## src/rtl/cg_timer_ctrl.sv

```systemverilog
// Prescaled tick timer with one-shot/periodic reload, pause and abort.
// Emits a registered single-cycle expire pulse at terminal count and an error pulse on zero-period start.
module cg_timer_ctrl #(
  parameter int DATA_WIDTH  = 32,
  parameter int PRESC_WIDTH = 8
) (
  input  logic                   i_clk,
  input  logic                   i_rstn,
  input  logic                   i_start,
  input  logic                   i_abort,
  input  logic                   i_pause,
  input  logic                   i_periodic,
  input  logic [DATA_WIDTH-1:0]  i_period,
  input  logic [PRESC_WIDTH-1:0] i_presc,
  output logic                   o_busy,
  output logic                   o_expire,
  output logic                   o_err,
  output logic [DATA_WIDTH-1:0]  o_count
);

  typedef enum logic [1:0] {IDLE, RUN, HOLD} state_t;

  state_t                 state_q, state_d;
  logic [DATA_WIDTH-1:0]  count_q, count_d, period_q, period_d;
  logic [PRESC_WIDTH-1:0] psc_q, psc_d, presc_q, presc_d;
  logic                   periodic_q, periodic_d;
  logic                   expire_q, expire_d, err_q, err_d;

  always_ff @(posedge i_clk or negedge i_rstn) begin
    if (!i_rstn) begin
      state_q    <= IDLE;
      count_q    <= '0;
      psc_q      <= '0;
      period_q   <= '0;
      presc_q    <= '0;
      periodic_q <= 1'b0;
      expire_q   <= 1'b0;
      err_q      <= 1'b0;
    end else begin
      state_q    <= state_d;
      count_q    <= count_d;
      psc_q      <= psc_d;
      period_q   <= period_d;
      presc_q    <= presc_d;
      periodic_q <= periodic_d;
      expire_q   <= expire_d;
      err_q      <= err_d;
    end
  end

  always_comb begin
    state_d    = state_q;
    count_d    = count_q;
    psc_d      = psc_q;
    period_d   = period_q;
    presc_d    = presc_q;
    periodic_d = periodic_q;
    expire_d   = 1'b0;
    err_d      = 1'b0;

    if (i_abort) begin
      state_d = IDLE;
      count_d = '0;
      psc_d   = '0;
    end else if (i_start) begin
      // A zero period is rejected; any running timer is stopped but keeps its registers.
      if (i_period != '0) begin
        period_d   = i_period;
        presc_d    = i_presc;
        periodic_d = i_periodic;
        count_d    = '0;
        psc_d      = '0;
        state_d    = RUN;
      end else begin
        err_d   = 1'b1;
        state_d = IDLE;
      end
    end else begin
      case (state_q)
        RUN: begin
          if (i_pause) begin
            state_d = HOLD;
          end else if (psc_q == presc_q) begin
            psc_d = '0;
            if (count_q == period_q - DATA_WIDTH'(1)) begin
              count_d  = '0;
              expire_d = 1'b1;
              if (!periodic_q) state_d = IDLE;
            end else begin
              count_d = count_q + DATA_WIDTH'(1);
            end
          end else begin
            psc_d = psc_q + PRESC_WIDTH'(1);
          end
        end
        HOLD: begin
          if (!i_pause) state_d = RUN;
        end
        default: ;
      endcase
    end
  end

  assign o_busy   = (state_q != IDLE);
  assign o_expire = expire_q;
  assign o_err    = err_q;
  assign o_count  = count_q;

endmodule

```

## config.mk

```make
export PLATFORM = sky130hd
export DESIGN_NAME = cg_timer_ctrl
export DESIGN_NICKNAME = d
export VERILOG_FILES = /design/src/rtl/cg_timer_ctrl.sv
export SDC_FILE = /design/constraint.sdc
export NUM_CORES = 1
export LEC_CHECK = 0
export ABC_AREA = 1
export CAP_MARGIN = 0
export CORE_MARGIN = 3
export CORE_UTILIZATION = 35
export CTS_CLUSTER_SIZE = 30
export DETAILED_ROUTE_END_ITERATION = 16
export MAX_ROUTING_LAYER = met4
export PLACE_DENSITY = 0.64
export RECOVER_POWER = 100
export SLEW_MARGIN = 15
export SYNTH_ARGS = -nofsm -noshare
export SYNTH_HDL_FRONTEND = slang
export SYNTH_SLANG_ARGS = --single-unit
```

## constraint.sdc

```tcl
create_clock -name i_clk -period 4.25 [get_ports i_clk]
set_input_delay 0.6375 -clock i_clk [delete_from_list [all_inputs] [get_ports i_clk]]
set_output_delay 0.6375 -clock i_clk [all_outputs]
set_load 0.01 [all_outputs]
```

==> summary.txt <==
Outcome
  – Run status: finished with violations
  – Failing checks: max-capacitance violations, max-slew violations

Timing
  – Rel. slew slack: -118.3%
  – Worst Hold Slack: 514.6 ps
  – Aggregate negative setup slack: 0 ps
  – Final Max Slew Viols: 61
  – Setup Viol. Count Final: 0
  – Worst setup slack after layout: 1031 ps
  – Worst setup skew after layout: 9.142 ps
  – Fmax: 310.7 MHz
  – Tmin final: 3219 ps
  – Setup repair after global routing missed its margin: no
  – Final hold viol count: 0
  – Part of the cycle the worst path needs: 75.73%
  – Worst-margin pin slew: 3275 ps

Power and ir drop
  – Switching component of the power: 687.9 uW
  – Switch share: 30.12%
  – Clock group share of total power: 38.9%
  – Leakage power: 3.480 nW
  – Maximum vdd drop: 206.5 uV
  – Internal power: 1.596 mW
  – Power per unit of standard cell area: 308.6 mW/mm^2
  – Final total power: 2.284 mW
  – Sequential Power Share: 41.8%
  – Part of the power in combinational logic: 19.3%

Placed design
  – Global placer's final weighted congestion: 0.9395
  – Cell area reported after detailed placement: 0.007088 sq mm
  – Port Buffers: 80
  – Placed wire-length estimate after detailed placement: 13860 um
  – Worst-case setup slack after placement: 579.8 ps
  – Total instance count after detailed placement: 1128

Floorplanning
  – Top-Level Pins: 81
  – Overall die area: 0.01904 sq mm
  – Initial cell density of the core: 36.25%
  – # rows: 47
  – Core Box Area: 0.01682 sq mm
  – Die X-Extent: 138.0 um
  – DIE HEIGHT: 138.0 um

Logic synthesis
  – Net count after synthesis: 899
  – Average instance area after synthesis: 7.198 sq um
  – Post-synthesis cell area: 0.006097 sq mm
  – Proportion of synthesized chip area in sequential cells: 34.89%
  – Count of cell types in the netlist: 42
  – Number of flip-flops and latches in the synthesized netlist: 85
  – Synthesized instance count: 847
  – Warnings from Yosys: 0

Setup path
  – Critical path start-end classification: input port to asynchronous set/reset pin
  – CP delay by family, top: buffers and inverters
  – Worst r2r src: period_q[0]
  – Endpoint of the lowest-slack register-to-register path: o_count[10]
  – Setup slack, reg-to-reg: 1240 ps
  – Max incr delay on CP: 2270 ps
  – Critical Path Source: i_rstn
  – Worst-path cell with the longest stage delay: clkbuf_1
  – Crit path launch type: input port
  – Depth of the critical timing path with buffers and inverters included: 1
  – CP arrival: 2950 ps
  – Critical Path Fanout Max: 60
  – CP Buf/Inv Count: 1
  – CP cell instances: clkbuf_1
  – Capture point of the critical path: period_q[0]
  – Kind of end point of the critical path: asynchronous set/reset pin
  – Worst EP required: 3980 ps
  – Depth of the worst register-to-register path: 13

GRT
  – First-pass GRT wire length: 28150 um
  – GRT busiest layer: met2
  – Number of global-route vias before repair: 5283
  – Met3 Use GR: 3.374%
  – Total routing resource utilization after global routing: 19.86%
  – GR met2 Demand/Resource: 32.38%
  – GRT Residual Overflow: 0
  – Antenna violations before repair: 0
  – Pin count of the biggest net entering global routing: 61
  – Met1 track demand over resource: 25.64%

Flow run
  – Max Cap Viol: 1

Drt
  – Wire length reported by the detailed router: 17750 um
  – Routed wire length per instance: 15.51 um
  – DRT Pass-1 Iters: 5
  – Vias post-DR: 5609
  – Post-route DRC: 0
  – Remaining antenna violation count: 0
  – Violation count after the first detailed-route iteration: 371
  – DR vias/cell: 4.903

Finish
  – Final #Nets: 971
  – Diodes inserted: 0
  – Share of the core filled with cells: 44.00%
  – Final instance area: 0.007401 sq mm
  – Share of final-layout standard cells stronger than drive strength 1: 9.199%
  – Area delta synth->final: 21.38%
  – Number of standard cells in the final layout excluding fillers: 1144

Clock tree
  – Clk sinks: 85
  – Hold-fix buffer count after cts: 0
  – Resized Gates After CTS: 0
  – Count of buffers added by post-CTS timing repair for setup: 0
  – H-tree depth: 3
  – Clock buffer count from CTS: 9
  – Clock-pin slew on the worst setup and hold paths: 60 ps
  – Buffer levels on the longest clock path: 2
  – CTS tree: yes
  – Root buffer selected by CTS: clkbuf_16
  – Clock latency on the worst-skew pair: 350 ps

Worst hold path
  – Worst hold path type: register to register
-- synth_stat cells, drive strengths merged --
library cell	count	area [sq um]
a211oi	1	7.510
a21oi	16	80.08
a221oi	1	8.760
and2	2	12.51
buf	12	86.33
clkbuf	11	41.29
clkinv	2	7.510
dfrtp	85	2127
ha	6	75.07
inv	81	304.0
mux2	24	270.3
nand2	255	989.7
nand3	47	272.8
nand3b	7	65.06
nand4	24	150.1
nor2	143	628.1
nor3	17	123.9
nor4	10	68.81
o21a	3	22.52
o21ai	28	143.9
o21bai	3	22.52
or2	6	37.54
xnor2	20	175.2
xor2	43	376.6
-- worst min path at each step --
stage / from / end / depth (start not counted)
after floorplan: i_rstn / o_count[0] / 0
after global placement: state_q[1] / state_q[1] / 2
after detailed placement: state_q[1] / state_q[1] / 2
after CTS: i_rstn / period_q[12] / 1
after global routing: state_q[1] / state_q[1] / 2
final: state_q[1] / state_q[1] / 2
-- final cells by class --
cell class                 count  area, sq um
clock buffer                  10        239.0
clock inverter                 6        92.59
fill                        1730         9418
inverter                      83        311.5
multi-input combinational    656         3518
sequential                    85         2127
tap                          220        275.3
timing repair buffer          84        837.1
-- state kept, by name, summed over array words and instances, names as in the netlist --
signal	count
periodic_q	1
psc_q	8
period_q	32
presc_q	8
o_err	1
o_expire	1
o_count	32
state_q	2
-- power groups by stage --
| stage | Combinational (mW) | Sequential, mW | Clock (mW) |
|---|---|---|---|
| final | 0.440 | 0.955 | 0.889 |
| after global routing | 0.496 | 0.964 | 0.942 |
| after CTS | 0.447 | 0.954 | 0.909 |
| after detailed placement | 0.444 | 0.969 | 0 |
| after global placement | 0.443 | 0.966 | 0 |
| after floorplan | 0.300 | 0.943 | 0 |
-- per-layer routing --
layer  vias up  wire [um]
met5         -          0
met4         0        311
met3        20        714
met2       116       8640
met1      2624       8079
li1       2849          -
-- logic make-up (layout without fill, tap and decap cells) --
group	count (synthesis)	in the layout	synth area share, %
AND/OR/NAND/NOR	511	511	38.52
buffers and inverters	106	183	7.203
flip-flops	85	85	34.89
XOR/XNOR	63	63	9.050
AO/OA/AOI/OAI	52	52	4.679
multiplexers	24	24	4.433
adder cells (fa/ha/maj)	6	6	1.231
-- layout by cell type, fill, tap and decap left out, types with 4 or more instances in the layout --
cell type,n
nand4_1,24
nor4_1,9
clkbuf_16,9
nand3_1,42
nor2_4,7
or2_2,5
dlygate4sd3_1,36
a21oi_1,16
nor2_1,129
dfrtp_1,85
nand3b_1,6
clkdlybuf4s50_1,43
nor2_2,6
ha_1,6
nand2_1,248
nor3_1,13
inv_1,78
xor2_1,43
o21ai_0,24
xnor2_1,20
nand2_2,4
mux2_2,24
nand3_2,4
(Power assumes the default switching activity.)
